<file path="src/rtl/counter_sweep_ctrl.sv">
// Sweep sequencer placed in front of the shared up/down preloadable counter.
// Loads a start value, steers the counter to an end value, optionally
// ping-pongs between the two bounds, and freezes the counter between sweeps
// by continuously preloading the held value.
//
// state   | meaning
// --------+-------------------------------------------------------------
// IDLE    | counter frozen at hold_q, waiting for start
// LOAD    | one cycle, counter preloaded with start_q
// RUN_FWD | counter steered toward end_q
// RUN_REV | counter steered back toward start_q (bounce only)
// DONE    | one-cycle done pulse, counter frozen at hold_q
module counter_sweep_ctrl #(
  parameter int WIDTH  = 32,
  parameter int PASS_W = 8
) (
  input  logic              clk,
  input  logic              rst_s,
  input  logic              start,
  input  logic              abort,
  input  logic [WIDTH-1:0]  start_val,
  input  logic [WIDTH-1:0]  end_val,
  input  logic              bounce,
  input  logic [PASS_W-1:0] passes,
  input  logic [WIDTH-1:0]  cnt_dout,
  output logic [WIDTH-1:0]  cnt_din,
  output logic              cnt_preload,
  output logic              cnt_asc,
  output logic              busy,
  output logic              done,
  output logic [PASS_W-1:0] pass_cnt
);

  typedef enum logic [2:0] {
    S_IDLE    = 3'd0,
    S_LOAD    = 3'd1,
    S_RUN_FWD = 3'd2,
    S_RUN_REV = 3'd3,
    S_DONE    = 3'd4
  } state_t;

  state_t            state_q, state_d;
  logic [WIDTH-1:0]  hold_q, hold_d;
  logic [WIDTH-1:0]  start_q, start_d;
  logic [WIDTH-1:0]  end_q, end_d;
  logic              bounce_q, bounce_d;
  logic [PASS_W-1:0] passes_q, passes_d;
  logic [PASS_W-1:0] pass_cnt_q, pass_cnt_d;
  logic              dir_q, dir_d;

  logic [WIDTH-1:0]  target;
  logic              run_dir;
  logic [PASS_W-1:0] pass_inc;

  assign pass_cnt = pass_cnt_q;

  // State and captured sweep parameters.
  always_ff @(posedge clk or negedge rst_s) begin
    if (!rst_s) begin
      state_q    <= S_IDLE;
      hold_q     <= '0;
      start_q    <= '0;
      end_q      <= '0;
      bounce_q   <= 1'b0;
      passes_q   <= '0;
      pass_cnt_q <= '0;
      dir_q      <= 1'b0;
    end else begin
      state_q    <= state_d;
      hold_q     <= hold_d;
      start_q    <= start_d;
      end_q      <= end_d;
      bounce_q   <= bounce_d;
      passes_q   <= passes_d;
      pass_cnt_q <= pass_cnt_d;
      dir_q      <= dir_d;
    end
  end

  // Next-state and counter control decode.
  always_comb begin
    state_d     = state_q;
    hold_d      = hold_q;
    start_d     = start_q;
    end_d       = end_q;
    bounce_d    = bounce_q;
    passes_d    = passes_q;
    pass_cnt_d  = pass_cnt_q;
    dir_d       = dir_q;
    cnt_preload = 1'b1;
    cnt_din     = hold_q;
    cnt_asc     = 1'b0;
    busy        = 1'b0;
    done        = 1'b0;
    target      = (state_q == S_RUN_REV) ? start_q : end_q;
    run_dir     = (state_q == S_RUN_REV) ? ~dir_q : dir_q;
    pass_inc    = pass_cnt_q + PASS_W'(1);

    case (state_q)
      S_IDLE: begin
        if (start) begin
          start_d    = start_val;
          end_d      = end_val;
          bounce_d   = bounce;
          passes_d   = (passes == '0) ? PASS_W'(1) : passes;
          pass_cnt_d = '0;
          dir_d      = (end_val > start_val);
          state_d    = S_LOAD;
        end
      end
      S_LOAD: begin
        busy    = 1'b1;
        cnt_din = start_q;
        if (abort) begin
          cnt_din = cnt_dout;
          hold_d  = cnt_dout;
          state_d = S_IDLE;
        end else begin
          state_d = S_RUN_FWD;
        end
      end
      S_RUN_FWD, S_RUN_REV: begin
        busy = 1'b1;
        if (abort) begin
          cnt_din = cnt_dout;
          hold_d  = cnt_dout;
          state_d = S_IDLE;
        end else if (cnt_dout != target) begin
          // Steer by magnitude so that the one-step excursion of an
          // equal-bounds bounce always heads back to its target.
          cnt_preload = 1'b0;
          cnt_asc     = (target > cnt_dout);
        end else begin
          pass_cnt_d = pass_inc;
          if ((pass_inc == passes_q) || !bounce_q) begin
            cnt_din = target;
            hold_d  = target;
            state_d = S_DONE;
          end else begin
            cnt_preload = 1'b0;
            cnt_asc     = ~run_dir;
            state_d     = (state_q == S_RUN_FWD) ? S_RUN_REV : S_RUN_FWD;
          end
        end
      end
      S_DONE: begin
        done    = 1'b1;
        state_d = S_IDLE;
      end
      default: state_d = S_IDLE;
    endcase
  end

endmodule

</file>
<file path="config.mk">
export PLATFORM = sky130hd
export DESIGN_NAME = counter_sweep_ctrl
export DESIGN_NICKNAME = d
export VERILOG_FILES = /design/src/rtl/counter_sweep_ctrl.sv
export SDC_FILE = /design/constraint.sdc
export NUM_CORES = 1
export LEC_CHECK = 0
export CAP_MARGIN = 5
export CORE_MARGIN = 3
export CORE_UTILIZATION = 45
export CTS_CLUSTER_DIAMETER = 150
export DETAILED_ROUTE_END_ITERATION = 8
export PLACE_DENSITY = 0.77
export SLEW_MARGIN = 10
export SYNTH_ARGS = -nofsm -noshare
export SYNTH_HDL_FRONTEND = slang
export SYNTH_SLANG_ARGS = --single-unit
export TNS_END_PERCENT = 20
</file>
<file path="constraint.sdc">
create_clock -name clk -period 4.72 [get_ports clk]
set_input_delay 0.944 -clock clk [delete_from_list [all_inputs] [get_ports clk]]
set_output_delay 0.944 -clock clk [all_outputs]
set_load 0.02 [all_outputs]
</file>
==> results of run 1 <==
## timing repair
action                                  CTS  global route
pin swaps                                16            18
cloned                                    2             2
resized for setup                       176            65
buffers inserted                          6             2
endpoints found under the setup margin   34            34
## registers in the layout, indices dropped and copies added (netlist names)
| name | cells |
|---|---|
| bounce_q | 1 |
| dir_q | 1 |
| end_q | 32 |
| hold_q | 32 |
| pass_cnt | 8 |
| passes_q | 8 |
| start_q | 32 |
| state_q | 3 |
## cells in the mapped netlist, drive strengths merged (15+ instances only)
cell type and n:
o211ai 19, nand3 61, ha 65, nand2 36
o21ai 28, a21oi 23, mux2 97, nand4 15
a22o 17, nor2 20, buf 15, nor3 19
dfrtp 117, a31oi 20, clkbuf 31, inv 89
## path summary, 6_finish.rpt
path	slack [ns]	startpoint	to	cells past startpoint
setup / recovery	-0.07	state_q[2]	cnt_din[2]	14
hold / removal	0.50	end_q[10]	end_q[10]	1
setup reg to reg	0.71	state_q[2]	hold_q[27]	13
hold reg to reg	0.50	end_q[10]	end_q[10]	1
max in group asynchronous	3.13	rst_s	hold_q[8]	2
min in group asynchronous	0.62	rst_s	hold_q[25]	1
## report_power, final
part / internal, mW / switching (mW)
combinational: 1.52 / 1.53
sequential: 1.42 / 0.312
clock: 0.789 / 0.483
total: 3.73 / 2.32
## routing by layer
layer | up-vias | global-route usage, % | wire (µm)
li1 | 3438 | - | -
met3 | 75 | 5.35 | 2170
met4 | 0 | 13.1 | 1050
met5 | - | 0 | 0
met1 | 3796 | 35.7 | 11100
met2 | 423 | 41.4 | 12500
## layout make-up
cell class	instances	area, µm²
fillers	1277	5660
clock inverters	12	131
well taps	220	275
inverters	89	334
clock buffers	20	447
diodes	1	2.50
repair buffers	243	2340
multi-input cells	555	4760
flip-flops and latches	117	2930
## per-stage QoR
stage / setup TNS (ns) / setup slack, ns / utilization (%)
floorplan: 0 / 0.0334 / -
finish: -0.721 / -0.0693 / 66.5
global route: -4.94 / -0.197 / 66.5
global placement: -10.81 / -0.418 / 60.1
CTS: -0.181 / -0.0356 / 64.4
detailed placement: -11.74 / -0.450 / 60.1
## critical path, cell delays in order, from the launching register on
cell and delay [ns]:
dfrtp_1 0.42, nor2b_4 0.16, nand2_4 0.09, buf_12 0.15, buf_8 0.13, mux2_4 0.31
ha_1 0.29, nand4_1 0.17, nor4_4 0.37, o2111ai_2 0.23, o41a_4 0.49, a21oi_2 0.19
buf_6 0.16, o211ai_1 0.11, buf_2 0.18
## kinds of logic (layout without fill, tap and decap cells)
logic type,after synthesis,in the layout,share of synthesized area (%)
AOI/OAI and AO/OA,187,187,17.4
buffers and inverters,135,364,6.88
other,0,1,0
xor gates and xnor gates,9,9,0.999
and+or+nand+nor,189,189,12.4
adders and majority gates,65,65,10.3
muxes,105,105,14.9
DFF,117,117,37.1
==> results.ini, run 1 <==
[global_route]
grt_pass1_wl_mm = 40.7
grt_start_max_net_pins = 65
overflow = 0
track_usage_pct = 26.7
antenna_found_initial = 1
first_global_vias = 7521

[clock_tree]
htreeDepth = 4
cts.sinks = 117
clkTransAtPathRegs_ns = 0.06
cts_buffer_depth = 2
holdBufCountCts = 0
root_buffer = clkbuf_16
numCtsBuffers = 17
tritoncts = built
clk-insertion-delay-late_ns = 0.42

[drt]
vias = 7732
detail-route-antenna-nets = 0
routed_wl_mm = 26.8
drt-pass1-iter-count = 7
post_drt_via_cell_ratio = 6.15
drc = 0
wire_per_inst_um = 21.3
drt-initial-drc-count = 600

[job]
drv_cap = 0

[setup_path]
worstPathMaxFanout = 8
cp-end-kind = output pin
critPathArrivalTime_ns = 3.85
crit_path_start_kind = register
required_ns = 3.78
worst-setup-path-type = register to output pin

[layout]
syn_to_final_growth_pct = 42.1
nNetsFinal = 1197
finalInstanceArea_um2 = 11200
drive_above_1_share_pct = 29.3
layout_common_cells = dfrtp_1 (117), clkdlybuf4s50_1 (117), mux2_2 (92), inv_1 (89), buf_4 (84)
fin_cells = 1257

[synthesis]
dominantRegCellSynth = dfrtp_1
synth-edff-count = 0
netlist_instances = 807
synth_top_cell_area_share_pct = 37.1
seq_area_frac_synth_pct = 37.1
avgSynthCellArea_um2 = 9.78
yosys-top-cells-area = dfrtp_1 (37%), mux2_2 (14%), ha_1 (10%), inv_1 (4.2%), nand3_1 (3.9%)
synth-seq-cells = 117
synth_fp_nets = 981
synth_area_um2 = 7890
ys_warn_count = 0
async_flop_share_pct = 100
synth.distinct_cells = 56
synth_top_area_cell = dfrtp_1

[sta]
slew_viol_final = 0
rsz0062_at_grt = yes
slew_headroom_pct = 42.8
fin_skew_ns = 0.00789
period_needed_ns = 4.79
tightest_slew_ns = 0.850
holdWs_ns = 0.502
fin_crit_sh_pct = 101
clock.fmax_mhz = 209
finalSetupViolations = 19
setup_ws_ns = -0.0693
final-hold-violation-count = 0

[placed_design]
post-dp-hpwl_mm = 18.6
dp_cells = 1212
routabilityCongestion = 0.932
dpl_cell_area_um2 = 10100
port_buffers = 152

[die]
die_area_um2 = 19200
fp.dieH_um = 138
fp.dieW_um = 138
boundaryPins = 153
initial_core_util_pct = 46.8
core_area_um2 = 16900
num_rows = 47

[run_status]
violations = negative setup slack
outcome = finished, violations left

[power_and_ir_drop]
power_density_nw_per_um2 = 540
p_leak_nw = 5.17
p_total_mw = 6.05
peakVddDrop_mv = 0.297

[hold_path]
min_path_type = register to register

Power figures use the tool's default switching activity.
==> run 2, diff against run 1 <==
RECOVER_POWER = 25   (was not set)
==> results.ini, run 2 (synthesized netlist as in run 1, its figures left out) <==
[drt]
detail-route-antenna-nets = 0
post_drt_via_cell_ratio = 6.15
drc = 0
drt-initial-drc-count = 600
wire_per_inst_um = 21.3
routed_wl_mm = 26.8
vias = 7725
drt-pass1-iter-count = 5

[global_route]
track_usage_pct = 26.7
antenna_found_initial = 1
grt_pass1_wl_mm = 40.7
overflow = 0
first_global_vias = 7521
grt_start_max_net_pins = 65

[power_and_ir_drop]
p_leak_nw = 5.17
p_total_mw = 6.05
switching_share_pct = 38.3
peakVddDrop_mv = 0.297
combPwrFrac_pct = 50.3
p_int_mw = 3.73
power.clock.fraction_pct = 21.0
seq_power_share_pct = 28.7
power_density_nw_per_um2 = 539
power.switching_mw = 2.32

[setup_path]
cp_num_buf_inv = 4
crit_path_start_kind = register
crit_slowest_cell = o41a_4
startpoint = state_q[2]
critical_path.top_delay_family = compound AO/OA/AOI/OAI gates
critPathArrivalTime_ns = 3.84
critPathMaxStageDelay_ns = 0.49
cp-end-kind = output pin
r2r_cells = 13
r2r-start = state_q[2]
required_ns = 3.78
worstReg2RegEnd = hold_q[20]
cp.depth = 14
cp-endpoint = cnt_din[2]
worstPathMaxFanout = 8
rrSetupSlack_ns = 0.71
crit_chain = nor2b_4 -> nand2_4 -> buf_12 -> buf_8 -> mux2_4 -> ha_1 -> nand4_1 -> nor4_4 -> o2111ai_2 -> o41a_4 -> a21oi_2 -> buf_6 -> o211ai_1 -> buf_2
worst-setup-path-type = register to output pin

[die]
num_rows = 47
core_area_um2 = 16900
fp.dieH_um = 138
die_area_um2 = 19200
fp.dieW_um = 138
boundaryPins = 153
initial_core_util_pct = 46.8

[placed_design]
post-dp-hpwl_mm = 18.6
dp_worst_setup_slack_ns = -0.450
routabilityCongestion = 0.932
port_buffers = 152

[sta]
fin_skew_ns = 0.0113
holdWs_ns = 0.502
period_needed_ns = 4.79
slew_viol_final = 65
clock.fmax_mhz = 209
setup_ws_ns = -0.0659
slew_headroom_pct = -132
fin_crit_sh_pct = 101
rsz0062_at_grt = yes
tightest_slew_ns = 3.48
finalSetupViolations = 19
final-hold-violation-count = 0

[layout]
syn_to_final_growth_pct = 42.1
drive_above_1_share_pct = 29.2
reg_top3 = end_q (32), hold_q (32), start_q (32)
final.fill_count = 1279
fin_util_pct = 66.4
nNetsFinal = 1197
layout_common_cells = dfrtp_1 (117), clkdlybuf4s50_1 (117), mux2_2 (92), inv_1 (89), buf_4 (83)

[run_status]
violations = max-capacitance violations, max-slew violations, negative setup slack
outcome = finished, violations left

[clock_tree]
cts_buffer_depth = 2
cts.sinks = 117
tritoncts = built
clkTransAtPathRegs_ns = 0.06
clk-insertion-delay-late_ns = 0.42
root_buffer = clkbuf_16
numCtsBuffers = 17
htreeDepth = 4

[hold_path]
min_path_type = register to register

[job]
drv_cap = 1

run 2: worst min path at each step:
stage / from / endpoint / slack, ns / depth (start not counted)
floorplan: end_q[10] / end_q[10] / 0.47 / 1
global placement: end_q[13] / end_q[13] / 0.48 / 1
detailed placement: end_q[4] / end_q[4] / 0.49 / 1
CTS: end_q[4] / end_q[4] / 0.51 / 1
global route: end_q[10] / end_q[10] / 0.51 / 1
finish: end_q[10] / end_q[10] / 0.50 / 1
run 2: layer usage:
metal	track usage, %	vias to the layer above	share of wire [%]	routed length (µm)
li1	-	3435	-	-
met1	35.7	3767	41	11000
met2	41.4	442	47	12500
met3	5.35	81	8.3	2220
met4	13.1	0	4.1	1110
met5	0	-	0	0
run 2: power by group through the flow:
stage / clock, mW / sequential (mW) / combinational, mW
3_3_place_gp: 0 / 1.70 / 2.78
3_5_place_dp: 0 / 1.71 / 2.82
2_1_floorplan: 0 / 1.61 / 1.74
4_1_cts: 1.28 / 1.71 / 2.83
6_report: 1.27 / 1.74 / 3.04
5_1_grt: 1.33 / 1.78 / 3.25
run 2: worst register-to-register path, cell delays in order (launching register included):
cell	delay, ns
dfrtp_1	0.42
nor2b_4	0.16
nand2_4	0.09
buf_12	0.15
buf_8	0.13
mux2_4	0.31
ha_1	0.29
nand4_1	0.17
nor4_4	0.37
o2111ai_2	0.23
o41a_4	0.49
clkbuf_16	0.21
a21o_1	0.47
a221o_1	0.42
run 2: final cells by class:
class	count	area, µm²	area share (%)
Multi-Input combinational cell	555	4760	42.5
Sequential cell	117	2930	26.1
Timing Repair Buffer	243	2330	20.8
Clock buffer	20	447	3.98
Inverter	89	334	2.98
Tap cell	220	275	2.45
Clock inverter	12	131	1.17
Antenna cell	1	2.50	0.0223
run 2: through the flow:
step / area [µm²] / std cells / setup TNS [ns]
2_1_floorplan: 7890 / 807 / 0
3_3_place_gp: 10100 / 1212 / -10.81
3_5_place_dp: 10100 / 1212 / -11.74
4_1_cts: 10900 / 1252 / -0.181
5_1_grt: 11200 / 1257 / -4.94
6_report: 11200 / 1257 / -0.659
run 2: timing repair:
action	CTS	global route
buffers inserted	6	2
hold buffers	0	0
endpoints found under the hold margin	0	0
gates cloned	2	2
resized for setup	176	65
pin swaps	16	18
endpoints found under the setup margin	34	34
